--- src/rtl/belt_writeback.sv ---
// belt_writeback: collects results from two functional-unit ports, buffers
// them in a small in-order circular FIFO and drains one entry per enabled
// cycle into the belt push port. src0 is ordered ahead of src1 in a cycle.
module belt_writeback #(
  parameter int BIT_WIDTH  = 47,
  parameter int FIFO_DEPTH = 4
) (
  input  logic                               clk,
  input  logic                               async_rst,
  input  logic                               clk_en,
  input  logic                               flush,
  input  logic                               src0_valid,
  input  logic [BIT_WIDTH-1:0]               src0_data,
  output logic                               src0_ready,
  input  logic                               src1_valid,
  input  logic [BIT_WIDTH-1:0]               src1_data,
  output logic                               src1_ready,
  output logic                               belt_push,
  output logic [BIT_WIDTH-1:0]               belt_data,
  output logic [$clog2(FIFO_DEPTH+1)-1:0]    occupancy
);

  localparam int PTR_W = $clog2(FIFO_DEPTH);
  localparam int CNT_W = $clog2(FIFO_DEPTH + 1);

  logic [BIT_WIDTH-1:0] mem_q [FIFO_DEPTH];
  logic [PTR_W-1:0]     wptr_q, wptr_d;
  logic [PTR_W-1:0]     rptr_q, rptr_d;
  logic [CNT_W-1:0]     count_q, count_d;
  logic [CNT_W-1:0]     free;
  logic [PTR_W-1:0]     wr1_addr;
  logic [1:0]           n_wr;
  logic                 active;
  logic                 wr0, wr1, pop;

  // Handshakes only complete on an enabled, non-flushing cycle outside reset.
  assign active = clk_en & ~flush & ~async_rst;

  // Free space comes from the registered count only; a same-cycle pop does
  // not open a slot, which keeps the count bounded without a pop->ready path.
  assign free       = CNT_W'(FIFO_DEPTH) - count_q;
  assign src0_ready = active & (free != '0);
  assign src1_ready = active & ((free >= CNT_W'(2)) | ((free != '0) & ~src0_valid));

  assign wr0  = src0_valid & src0_ready;
  assign wr1  = src1_valid & src1_ready;
  assign n_wr = {1'b0, wr0} + {1'b0, wr1};
  assign pop  = active & (count_q != '0);

  // src1 lands behind src0 when both transfer in the same cycle.
  assign wr1_addr = wr0 ? (wptr_q + PTR_W'(1)) : wptr_q;

  assign belt_push = pop;
  assign belt_data = mem_q[rptr_q];
  assign occupancy = count_q;

  // Next-state for pointers and count: flush clears, otherwise advance.
  always_comb begin
    wptr_d  = wptr_q;
    rptr_d  = rptr_q;
    count_d = count_q;
    if (clk_en && flush) begin
      wptr_d  = '0;
      rptr_d  = '0;
      count_d = '0;
    end else begin
      wptr_d  = wptr_q + PTR_W'(n_wr);
      rptr_d  = rptr_q + PTR_W'(pop);
      count_d = count_q + CNT_W'(n_wr) - CNT_W'(pop);
    end
  end

  // Control state register with asynchronous clear.
  always_ff @(posedge clk or posedge async_rst) begin
    if (async_rst) begin
      wptr_q  <= '0;
      rptr_q  <= '0;
      count_q <= '0;
    end else begin
      wptr_q  <= wptr_d;
      rptr_q  <= rptr_d;
      count_q <= count_d;
    end
  end

  // Storage array; contents are only meaningful below the count, so no reset.
  always_ff @(posedge clk) begin
    if (wr0) mem_q[wptr_q]   <= src0_data;
    if (wr1) mem_q[wr1_addr] <= src1_data;
  end

endmodule

--- config.mk ---
export PLATFORM = sky130hd
export DESIGN_NAME = belt_writeback
export DESIGN_NICKNAME = d
export VERILOG_FILES = /design/src/rtl/belt_writeback.sv
export SDC_FILE = /design/constraint.sdc
export NUM_CORES = 1
export LEC_CHECK = 0
export CAP_MARGIN = 20
export CORE_MARGIN = 1.5
export CORE_UTILIZATION = 59
export CTS_CLUSTER_SIZE = 16
export DETAILED_ROUTE_END_ITERATION = 10
export GPL_TIMING_DRIVEN = 1
export MAX_ROUTING_LAYER = met4
export PLACE_DENSITY = 0.86
export SLEW_MARGIN = 20
export SYNTH_ARGS = -nofsm -noshare
export SYNTH_HDL_FRONTEND = slang
export SYNTH_SLANG_ARGS = --single-unit
--- constraint.sdc ---
create_clock -name clk -period 7.85 [get_ports clk]
set_input_delay 0.785 -clock clk [delete_from_list [all_inputs] [get_ports clk]]
set_output_delay 0.785 -clock clk [all_outputs]
set_load 0.01 [all_outputs]
==> results of run 1 <==
registers in the layout, indices dropped and copies added, names as in the netlist:
signal	count
mem_q	188
occupancy	3
rptr_q	2
wptr_q	2
power by group through the flow:
stage                     clock (W)  sequential [W]  combinational [W]
final                      0.000829         0.00130           0.000764
after CTS                  0.000832         0.00131           0.000770
after global placement            0         0.00133           0.000749
after floorplan                   0         0.00126           0.000495
after global routing       0.000872         0.00132           0.000815
after detailed placement          0         0.00133           0.000763
stage by stage:
| stage | instances | hold WS (ns) | instance area [µm²] | utilization | total power (W) |
|---|---|---|---|---|---|
| after floorplan | 521 | 0.573 | 9890 | - | 0.00176 |
| after global placement | 872 | 0.614 | 11600 | 0.702 | 0.00208 |
| after detailed placement | 872 | 0.626 | 11600 | 0.702 | 0.00209 |
| after CTS | 903 | 0.640 | 12100 | 0.735 | 0.00291 |
| after global routing | 903 | 0.664 | 12100 | 0.735 | 0.00301 |
| final | 903 | 0.641 | 12100 | 0.735 | 0.00290 |
layout by cell type, fill, tap and decap left out, types with 2 or more instances in the layout:
master,n
sky130_fd_sc_hd__nor2_1,5
sky130_fd_sc_hd__mux2_2,141
sky130_fd_sc_hd__nor3b_4,2
sky130_fd_sc_hd__clkinv_1,3
sky130_fd_sc_hd__buf_4,9
sky130_fd_sc_hd__edfxtp_1,188
sky130_fd_sc_hd__nand3_2,2
sky130_fd_sc_hd__and2_1,3
sky130_fd_sc_hd__dfrtp_1,5
sky130_fd_sc_hd__mux4_2,47
sky130_fd_sc_hd__a21bo_2,2
sky130_fd_sc_hd__mux2_4,38
sky130_fd_sc_hd__ha_1,14
sky130_fd_sc_hd__nand2_1,2
sky130_fd_sc_hd__a21oi_1,5
sky130_fd_sc_hd__bufinv_16,2
sky130_fd_sc_hd__inv_1,11
sky130_fd_sc_hd__clkinv_2,3
sky130_fd_sc_hd__clkbuf_16,17
sky130_fd_sc_hd__xnor2_1,6
sky130_fd_sc_hd__clkdlybuf4s50_1,152
sky130_fd_sc_hd__a21o_2,2
sky130_fd_sc_hd__mux2_1,9
sky130_fd_sc_hd__clkinvlp_4,4
sky130_fd_sc_hd__clkbuf_1,2
cell type report:
class	instances	area [µm²]
tap	220	275
fill	1008	4360
sequential	195	5830
clock inverter	12	116
inverter	11	41.3
clock buffer	19	433
timing repair buffer	161	1590
multi-input combinational	285	3820
worst register-to-register path, delay by kind of cell (launching register included):
family	cells	cell delay, ns
buf+inv	3	0.95
compound gates	1	0.78
flops	1	0.41
fa+ha+maj	2	0.37
mux	1	0.36
simple gates	2	0.29
final timing paths:
path,start,depth (start not counted),endpoint
max in group asynchronous,async_rst,2,rptr_q[0]$_DFF_PP0_
min in group clk,occupancy[0]$_DFF_PP0_,2,occupancy[0]$_DFF_PP0_
min,async_rst,2,occupancy[2]$_DFF_PP0_
max reg2reg,occupancy[1]$_DFF_PP0_,9,mem_q[1][34]$_DFFE_PP_
min reg2reg,occupancy[0]$_DFF_PP0_,2,occupancy[0]$_DFF_PP0_
max,rptr_q[0]$_DFF_PP0_,2,belt_data[29]
metal layers:
metal	global-route usage	vias up
met5	-	-
met4	0.104	0
met3	0.0429	33
met2	0.436	163
met1	0.333	2853
li1	-	2404
logic make-up after synthesis:
logic type,synth area share
compound gates,0.00822
xor+xnor,0.00696
fa+ha+maj,0.0197
buf+inv,0.0251
flops,0.589
mux,0.338
simple gates,0.0135
==> summary.md, run 1 <==
The number of global-route vias before repair was 6023. The run finished with clean final reports. The overall routing resource usage came out at 0.265.

The area share of the largest cell type after synthesis is 0.571, and the total power density per cell area is 239 nW/µm². The floorplan has 47 rows. The measured slew at the worst slew-check pin is 1.01 ns, and the width of the die is 132 µm.

At the placement stage, the worst setup path has a slack of 3.92 ns. STA puts the critical path data arrival time at 2.72 ns. For this design the static power due to leakage is 4.07 nW. The number of different library cells in the post-synthesis netlist is 28, and the total internal power is 0.00214 W. The count of nets left with antenna violations once routing finished came out at 0. The run gives 0 as the post-CTS resize count.

The net count of the finished layout was 786; the maximum vdd ir drop was 0.196 mV. Setup repair after global routing left no endpoint under its margin. TritonCTS built the clock tree. The share of power burned in combinational logic is 0.264.

Max-cap violations in this run came to 0. The tools report the number of warning messages in the yosys log as 0. Routed signal wires occupy layers up through met4.

The highest clock rate came out at 285 MHz. Sorting the synthesized cells by area gives the leading types as sky130_fd_sc_hd__edfxtp_1 (57%), sky130_fd_sc_hd__mux2_2 (16%), sky130_fd_sc_hd__mux4_2 (11%). The final critical-path required period is 3.51 ns, and the post-route clock period utilization is 0.447. 0 antenna diodes ended up in the layout. The min-delay analysis places its worst path in the category input port to asynchronous set/reset pin.

The start-to-end type of the worst setup path is flip-flop to primary output. The wire-length estimate of the detail-placed layout is 12700 µm. The tools report the worst-case headroom to the max-slew limit as 0.324. The run gives 153 as the number of top-level pins.

The most used flip-flop cell after synthesis is sky130_fd_sc_hd__edfxtp_1. The fraction of synthesis flops using an asynchronous set or reset pin works out to 0.0359. The run gives 4 as the count of TritonRoute iterations in the first routing pass.

In this run the standard cell core region covers 16500 µm². The tools report the final setup violation count as 0. The tools report the aggregate routed wire length as 21300 µm.

The tools report the post-CTS setup-driven buffer insertion count as 0. The number of hold-slack violations in the final timing report is 0. The proportion of power drawn by flip-flops and latches is 0.450.

In this run, post-CTS hold repair placed 0 buffers. The number of remaining DRC errors was 0. CTS placed an instance of sky130_fd_sc_hd__clkbuf_16 at the clock tree root. Fraction of final layout cells sized beyond drive strength 1: 0.403. The tools report the initial detailed-routing violation count as 391. The cell with the largest stage delay on the worst path is sky130_fd_sc_hd__dfrtp_4. STA classifies the critical path endpoint as a primary output. The average instance area after synthesis was 19.0 µm².

After detailed routing, the average wire length per cell comes to 23.5 µm. Number of enable-type register cells in the synthesized netlist: 188. The die is 132 µm tall. Entering global routing, the biggest net connects 49 pins. The delay of the slowest critical-path stage is 1.11 ns, and the total global routing overflow is 0.

The run gives 4 as the number of levels the H-tree was split into. Count of buffers inserted at the top-level ports: 152. The tools report the worst setup margin as 4.34 ns. The critical path goes through mux4_2 > clkdlybuf4s50_1. By count the netlist is led by sky130_fd_sc_hd__edfxtp_1 (188), sky130_fd_sc_hd__mux2_2 (141), sky130_fd_sc_hd__mux4_2 (47). The switching power as a share of total power was 0.262; the maximum fanout count along the critical path was 48.

The synthesized net count is 636. STA classifies the critical path startpoint as a flip-flop. After technology mapping, the gate count stands at 521.

The tools report the clock insertion delay at the later pin of the skew report as 0.43 ns. The cell area after technology mapping was 9890 µm²; the number of vias per cell was 6.04. The register-to-register path setup slack was 4.36 ns. Sequential-to-total area share from yosys stat: 0.589. The initial antenna violation count was 0; the part of the total power dissipated in the clock network was 0.286. Routability-driven placement finished with a final weighted congestion of 0.831. In this design, the largest share of critical-path delay is due to flip-flops. Buffers inserted during clock tree synthesis total 17. The tools report the count of vias placed by the detailed router as 5453. Summed over all instances, the cell type with the most area after synthesis is sky130_fd_sc_hd__edfxtp_1.

Among all cell types in the netlist, the one instantiated most often is sky130_fd_sc_hd__edfxtp_1. The run gives 11000 µm as the sum of met2 wire segment lengths after detailed routing. The wire length on met1 was 8790 µm. In this run the deepest clock path goes through 2 buffers. After clock tree synthesis, the clock-pin slew on the worst setup and hold paths is 0.07 ns. Summed over all nets, the switching power comes to 0.000758 W.

Clock tree synthesis found a total of 195 sinks. The effective utilization at floorplan is 0.601, and the wire length of the first global-routing pass is 33700 µm. The clock arrives with 0.00799 ns of skew.

Synthesis inferred 195 register bits. The met3 layer wire length in the routed design was 932 µm. The area of the die came out at 17500 µm². Relative to the synthesized area, the layout overhead comes to 22.4%.

The buffering stage count on the worst path with inverters included was 1; the post-route setup TNS was 0 ns. Max-slew violation count: 0. The tools report the endpoint required time on the critical path as 7.07 ns.
Power figures use the tool's default switching activity.
==> inputs of run 2 (changes only) <==
--- a/config.mk
+++ b/config.mk
@@ -7,12 +7,12 @@
 export LEC_CHECK = 0
 export CAP_MARGIN = 20
 export CORE_MARGIN = 1.5
-export CORE_UTILIZATION = 59
+export CORE_UTILIZATION = 49
 export CTS_CLUSTER_SIZE = 16
 export DETAILED_ROUTE_END_ITERATION = 10
 export GPL_TIMING_DRIVEN = 1
 export MAX_ROUTING_LAYER = met4
-export PLACE_DENSITY = 0.86
+export PLACE_DENSITY = 0.77
 export SLEW_MARGIN = 20
 export SYNTH_ARGS = -nofsm -noshare
 export SYNTH_HDL_FRONTEND = slang
==> constraint.sdc (replaced) <==
create_clock -name clk -period 2.9 [get_ports clk]
set_input_delay 0.29 -clock clk [delete_from_list [all_inputs] [get_ports clk]]
set_output_delay 0.29 -clock clk [all_outputs]
set_load 0.01 [all_outputs]
==> summary.md, run 2 (synthesized netlist as in run 1, its figures left out) <==
Maximum vdd ir drop: 0.429 mV (was 0.196 mV). The register with the most flip-flops was mem_q (unchanged). The logs give 195 (unchanged) for the clock sink count and 4 (unchanged) for the count of TritonRoute iterations in the first routing pass.

The logs give 51 (was 47) for the total number of placement rows and 4.28 nW (was 4.07 nW) for the standby leakage power. The logs give 1 (was 0) for the initial antenna violation count and 0.219 (was 0.265) for the overall routing resource usage. The clock-pin slew on the worst setup and hold paths is 0.07 ns (about the same). The final reports fail on setup timing. The max-slew violation count is 0 (unchanged). Post-route setup TNS: -0.0494 ns (was 0 ns). TritonCTS built the clock tree. The proportion of power drawn by flip-flops and latches is 0.409 (was 0.450), and the highest clock rate is 339 MHz. For the final setup violation count, the log shows 1 (was 0). Number of cell instances on the worst register-to-register path: 15 (was 9). The detailed placer's ending HPWL came out at 13500 µm (was 12700 µm).

Most common cell after layout, fill and taps aside: sky130_fd_sc_hd__edfxtp_1 (unchanged). Most frequent cells in the layout: sky130_fd_sc_hd__edfxtp_1 (188), sky130_fd_sc_hd__clkdlybuf4s50_1 (152), sky130_fd_sc_hd__mux2_2 (141), sky130_fd_sc_hd__mux4_2 (47), sky130_fd_sc_hd__mux2_4 (38) (unchanged). The logs give 0 (unchanged) for the max capacitance violation total and 3.25 ns (was 7.07 ns) for the endpoint required time on the critical path.

Worst min-delay path class: input port to asynchronous set/reset pin (unchanged). Post-route clock period utilization: 1.02. Start-to-end type of the worst setup path: flip-flop to flip-flop (was flip-flop to primary output). The number of hold-slack violations in the final timing report was 0 (unchanged); the number of buffers created by CTS was 17 (unchanged). The number of vias per cell works out to 5.63 (was 6.04).

The clock tree root buffer cell is sky130_fd_sc_hd__clkbuf_16 (unchanged). The final cell utilization of the core came out at 0.645 (was 0.735). The number of filler cells placed in the layout is 1412 (was 1008), and the flip-flop count of the largest register after layout is 188 (unchanged).

For the core region area, the log shows 19700 µm² (was 16500 µm²). The flow ran to the end, but the final reports show violations. The run gives 21000 µm² (was 17500 µm²) as the area of the die.

The count of vias placed by the detailed router came out at 5513 (was 5453). For the finished layout, the period the worst path requires is 2.95 ns. For the wire length of the first global-routing pass, the log shows 33600 µm (was 33700 µm). The switching power as a share of total power works out to 0.264 (was 0.262). The logs give 0.00811 ns (was 0.00799 ns) for the final clock skew and 0 (unchanged) for the total global routing overflow. For the minimum setup slack after placement, the log shows -0.151 ns (was 3.92 ns). The clock insertion delay at the later pin of the skew report was 0.42 ns (was 0.43 ns); the worst setup margin was -0.0494 ns (was 4.34 ns).

The worst endpoint data arrival time was 3.30 ns (was 2.72 ns); the aggregate routed wire length was 21600 µm (was 21300 µm). The area added between synthesis and finish came out at 28.2% (was 22.4%). The count of hold buffers inserted by post-cts repair is 0 (unchanged). The total internal power came out at 0.00604 W (was 0.00214 W). For the initial detailed-routing violation count, the log shows 306 (was 391). The width of the die is 145 µm (was 132 µm). The total power density per cell area came out at 648 nW/µm² (was 239 nW/µm²). The measured slew at the worst slew-check pin was 0.459 ns (was 1.01 ns); the effective utilization at floorplan was 0.503 (was 0.601). The fraction of final layout cells sized beyond drive strength 1 is 0.450 (was 0.403), and the maximum fanout count along the critical path is 2 (was 48).

The number of global-route vias before repair is 5994 (was 6023), and the average wire per standard cell is 22.1 µm (was 23.5 µm). The tools report the startpoint class of the critical path as a flip-flop (unchanged). For the share of power burned in combinational logic, the log shows 0.309 (was 0.264).

Count of buffers inserted at the top-level ports: 152 (unchanged). The tools report the largest buffer count on any clock path as 2 (unchanged). The number of levels the H-tree was split into was 4 (unchanged); the number of remaining DRC errors was 0 (unchanged). The remaining number of nets flagged by the antenna check after routing came out at 0 (unchanged).

The tools report the worst-case headroom to the max-slew limit as 0.694 (was 0.324). The final hold slack is 0.160 ns (was 0.641 ns). The net count of the finished layout was 815 (was 786). Overall die height: 145 µm (was 132 µm).

The kind of capture point of the worst setup path was a flip-flop (was a primary output). The global placer's final weighted congestion is 0.741 (was 0.831). The logs give 153 (unchanged) for the number of top-level pins and 0.282 (was 0.286) for the part of the total power dissipated in the clock network. Setup repair after global routing could not meet its margin everywhere. The maximum number of pins on one net before global-route repair was 30 (was 49); the switching power was 0.00217 W (was 0.000758 W).
## run 2: path summary, 6_finish.rpt
path                                                to  slack [ns]                   start
worst max-delay path            occupancy[2]$_DFF_PP0_       -0.05  occupancy[0]$_DFF_PP0_
worst min-delay path            occupancy[0]$_DFF_PP0_        0.16               async_rst
worst max register to register  occupancy[2]$_DFF_PP0_       -0.05  occupancy[0]$_DFF_PP0_
worst min register to register  occupancy[2]$_DFF_PP0_        0.65  occupancy[2]$_DFF_PP0_
max in group asynchronous          rptr_q[0]$_DFF_PP0_        2.48               async_rst
min in group clk                occupancy[2]$_DFF_PP0_        0.50                  clk_en
## run 2: repair_timing
action | 4_1_cts | 5_1_grt
endpoints found under the setup margin | 1 | 1
buffers inserted | 3 | 2
resized for setup | 11 | 1
pin swaps | 8 | 9
## run 2: cell type report
cell class,count,area (µm²),share of cell area
antenna,1,2.50,0.000197
clock buffer,17,425,0.0336
clock inverter,15,158,0.0124
inverter,11,43.8,0.00345
multi-input combinational,285,3890,0.307
sequential,195,5830,0.460
tap,265,332,0.0262
timing repair buffer,190,1990,0.157
## run 2: through the flow
stage	cell area (µm²)	instances	total power [W]
after floorplan	9920	521	0.00478
after global placement	12000	941	0.00579
after detailed placement	12000	941	0.00586
after CTS	12700	976	0.00826
after global routing	12700	979	0.00855
final	12700	979	0.00821
## run 2: worst max-delay path, cell delays in order, from the launching register on
cell	delay (ns)
sky130_fd_sc_hd__dfrtp_1	0.38
sky130_fd_sc_hd__inv_2	0.07
sky130_fd_sc_hd__ha_4	0.18
sky130_fd_sc_hd__ha_4	0.27
sky130_fd_sc_hd__inv_2	0.03
sky130_fd_sc_hd__o41a_4	0.47
sky130_fd_sc_hd__ha_4	0.30
sky130_fd_sc_hd__inv_4	0.03
sky130_fd_sc_hd__ha_4	0.20
sky130_fd_sc_hd__inv_2	0.06
sky130_fd_sc_hd__ha_4	0.12
sky130_fd_sc_hd__inv_2	0.03
sky130_fd_sc_hd__fa_2	0.35
sky130_fd_sc_hd__xnor2_2	0.15
sky130_fd_sc_hd__xnor2_1	0.12
sky130_fd_sc_hd__a21oi_1	0.12
## run 2: power by group through the flow
stage	Combinational, W	Sequential (W)	Clock, W
4_1_cts	0.00255	0.00336	0.00236
6_report	0.00254	0.00336	0.00231
3_5_place_dp	0.00244	0.00342	0
3_3_place_gp	0.00238	0.00341	0
5_1_grt	0.00272	0.00338	0.00246
2_1_floorplan	0.00136	0.00341	0
## run 2: routing by layer
metal	global-route usage	routed length, µm
met5	-	0
met3	0.0475	1040
met4	0.0714	341
met1	0.266	9050
met2	0.366	11200
==> inputs of run 3 (changes only) <==
--- a/config.mk
+++ b/config.mk
@@ -11,7 +11,6 @@
 export CTS_CLUSTER_SIZE = 16
 export DETAILED_ROUTE_END_ITERATION = 10
 export GPL_TIMING_DRIVEN = 1
-export MAX_ROUTING_LAYER = met4
 export PLACE_DENSITY = 0.77
 export SLEW_MARGIN = 20
 export SYNTH_ARGS = -nofsm -noshare
==> summary.md, run 3 (synthesized netlist as in run 1, its figures left out) <==
For the maximum number of pins on one net before global-route repair, the log shows 30 (unchanged). The tools report the largest buffer count on any clock path as 2 (unchanged). The overall power of the completed layout came out at 0.00821 W (about the same). Failing checks: setup timing (unchanged). The logs give 0 (unchanged) for the number of remaining DRC errors and 4 (unchanged) for the number of levels the H-tree was split into. The average wire per standard cell is 22.2 µm (was 22.1 µm).

The clock tree root buffer cell is sky130_fd_sc_hd__clkbuf_16 (unchanged). Clock insertion delay at the later pin of the skew report: 0.43 ns (was 0.42 ns). The worst min-delay path class is input port to asynchronous set/reset pin (unchanged). The register with the most flip-flops is mem_q (unchanged). Register-to-register path setup slack: -0.06 ns (was -0.05 ns).

Core region area: 19700 µm² (unchanged). The measured slew at the worst slew-check pin was 0.451 ns (was 0.459 ns). Setup repair after global routing could not meet its margin everywhere. The logs give 4 (unchanged) for the count of TritonRoute iterations in the first routing pass and -0.0569 ns (was -0.0494 ns) for the worst setup margin. The maximum vdd ir drop is 0.430 mV (was 0.429 mV).

The logs give 0 (unchanged) for the max capacitance violation total and 273 (was 306) for the initial detailed-routing violation count. The library cell appearing most often on the critical path is sky130_fd_sc_hd__ha_4 (unchanged). Maximum fanout count along the critical path: 2 (unchanged).

For the number of top-level pins, the log shows 153 (unchanged). The tools report the aggregate routed wire length as 21700 µm (was 21600 µm). For the clock sink count, the log shows 195 (unchanged). Endpoint required time on the critical path: 3.25 ns (about the same).

The post-route clock period utilization came out at 1.02 (about the same). The global placer's final weighted congestion is 0.731 (was 0.741), and the max-slew violation count is 0 (unchanged). Delay of the slowest critical-path stage: 0.47 ns (about the same). The total number of placement rows is 51 (unchanged). The tools report the standby leakage power as 4.28 nW (unchanged). The final critical-path required period came out at 2.96 ns (was 2.95 ns). The final cell utilization of the core was 0.645 (unchanged); the worst endpoint data arrival time was 3.31 ns (was 3.30 ns). The cell count after placement was 941 (unchanged). The run gives 12000 µm² (unchanged) as the area of placed instances.

The tools report the kind of capture point of the worst setup path as a flip-flop (unchanged). The number of cell instances on the worst register-to-register path was 15 (unchanged). The wire length of the first global-routing pass is 33600 µm (about the same). The initial antenna violation count was 1 (unchanged). Final standard cell count with taps included and fillers excluded: 979 (unchanged). Number of hold-slack violations in the final timing report: 0 (unchanged). Summed area of non-filler cells in the final layout: 12700 µm² (unchanged). The number of vias per cell is 5.66 (was 5.63), and the worst-case headroom to the max-slew limit is 0.698 (was 0.694). The launching point of the worst reg2reg path is occupancy[0]$_DFF_PP0_ (unchanged).

The flip-flop count of the largest register after layout is 188 (unchanged), and the overall routing resource usage is 0.212 (was 0.219). Worst path cell trace: inv_2 > ha_4 > ha_4 > inv_2 > o41a_4 > ha_4 > inv_4 > ha_4 > inv_2 > ha_4 > inv_2 > fa_2 > xnor2_2 > xnor2_1 > a21oi_1 (unchanged). Number of global-route vias before repair: 6000 (was 5994). TritonCTS built the clock tree. Area added between synthesis and finish: 28.2% (unchanged). The start-to-end type of the worst setup path was flip-flop to flip-flop (unchanged). The highest clock rate is 338 MHz (was 339 MHz). The minimum setup slack after placement was -0.151 ns (unchanged). The clock-pin slew on the worst setup and hold paths works out to 0.07 ns (about the same). The logs give 17 (unchanged) for the number of buffers created by CTS and 0.00881 ns (was 0.00811 ns) for the final clock skew.

For the effective utilization at floorplan, the log shows 0.503 (unchanged). The overall die height works out to 145 µm (unchanged). The detailed placer's ending HPWL came out at 13500 µm (unchanged).

Cell with the largest stage delay on the worst path: sky130_fd_sc_hd__o41a_4 (unchanged). The fraction of final layout cells sized beyond drive strength 1 is 0.450 (unchanged). The total global routing overflow is 0 (unchanged). The width of the die works out to 145 µm (unchanged). The area of the die is 21000 µm² (unchanged), and the count of vias placed by the detailed router is 5543 (was 5513). Remaining number of nets flagged by the antenna check after routing: 0 (unchanged). The final setup violation count is 1 (unchanged), and the net count of the finished layout is 815 (unchanged). The most common cell after layout, fill and taps aside was sky130_fd_sc_hd__edfxtp_1 (unchanged). Most frequent cells in the layout: sky130_fd_sc_hd__edfxtp_1 (188), sky130_fd_sc_hd__clkdlybuf4s50_1 (152), sky130_fd_sc_hd__mux2_2 (141), sky130_fd_sc_hd__mux4_2 (47), sky130_fd_sc_hd__mux2_4 (38) (unchanged). The total power density per cell area was 648 nW/µm² (about the same). The count of buffers inserted at the top-level ports came out at 152 (unchanged). The run gives 0 (unchanged) as the count of hold buffers inserted by post-cts repair. The tools report the capture instance of the worst register-to-register path as occupancy[2]$_DFF_PP0_ (unchanged).

The flow ran to the end, but the final reports show violations. The tools report the startpoint class of the critical path as a flip-flop (unchanged).
==> run 3: cell counts in the layout (fill, tap and decap cells not counted) <==
No cell type changed its count.
==> run 3: final cells by class <==
| cell class | instances | area, µm² |
|---|---|---|
| Antenna cell | 1 | 2.50 |
| Clock buffer | 17 | 425 |
| Clock inverter | 15 | 158 |
| Fill cell | 1412 | 6980 |
| Inverter | 11 | 43.8 |
| Multi-Input combinational cell | 285 | 3890 |
| Sequential cell | 195 | 5830 |
| Tap cell | 265 | 332 |
| Timing Repair Buffer | 190 | 1990 |
==> run 3: how the worst max path moves through the flow <==
stage	start	endpoint	slack (ns)	depth (start not counted)
after floorplan	occupancy[0]$_DFF_PP0_	occupancy[2]$_DFF_PP0_	-0.1	15
after global placement	occupancy[0]$_DFF_PP0_	occupancy[2]$_DFF_PP0_	-0.05	15
after detailed placement	occupancy[0]$_DFF_PP0_	occupancy[2]$_DFF_PP0_	-0.15	15
after CTS	occupancy[1]$_DFF_PP0_	occupancy[2]$_DFF_PP0_	-0.08	15
after global routing	occupancy[0]$_DFF_PP0_	occupancy[2]$_DFF_PP0_	-0.14	15
final	occupancy[0]$_DFF_PP0_	occupancy[2]$_DFF_PP0_	-0.06	15
==> run 3: metrics by stage <==
stage | setup TNS (ns) | hold WS [ns]
after floorplan | -3.21 | 0.0934
after global placement | -0.0502 | 0.587
after detailed placement | -0.151 | 0.608
after CTS | -0.0781 | 0.143
after global routing | -0.143 | 0.177
final | -0.0569 | 0.158
==> run 3: metal layers <==
metal	up-vias	share of wire	GRT usage
met3	29	0.052	0.0484
met2	181	0.51	0.366
li1	2474	-	-
met5	-	0	0
met1	2859	0.42	0.265
met4	0	0.016	0.0714
==> run 3: power by group <==
group / total, W / switching [W] / internal (W) / leakage, nW
combinational: 0.00254 / 0.00108 / 0.00146 / 2.22
clock: 0.00231 / 0.00104 / 0.00128 / 0.273
sequential: 0.00336 / 0.0000618 / 0.00330 / 1.79
total: 0.00821 / 0.00217 / 0.00604 / 4.28
==> run 3: critical path, delay by kind of cell (launching register included) <==
kind	cells	cell delay (ns)
adders and majority gates	6	1.41
buffers and inverters	5	0.22
DFF	1	0.38
AOI/OAI and AO/OA	2	0.60
xor gates and xnor gates	2	0.27
==> run 3: what timing repair did <==
action                                  4_1_cts  5_1_grt
setup buffers                                 3        2
endpoints found under the setup margin        1        1
pin swaps                                     8        9
resized for setup                            11        1
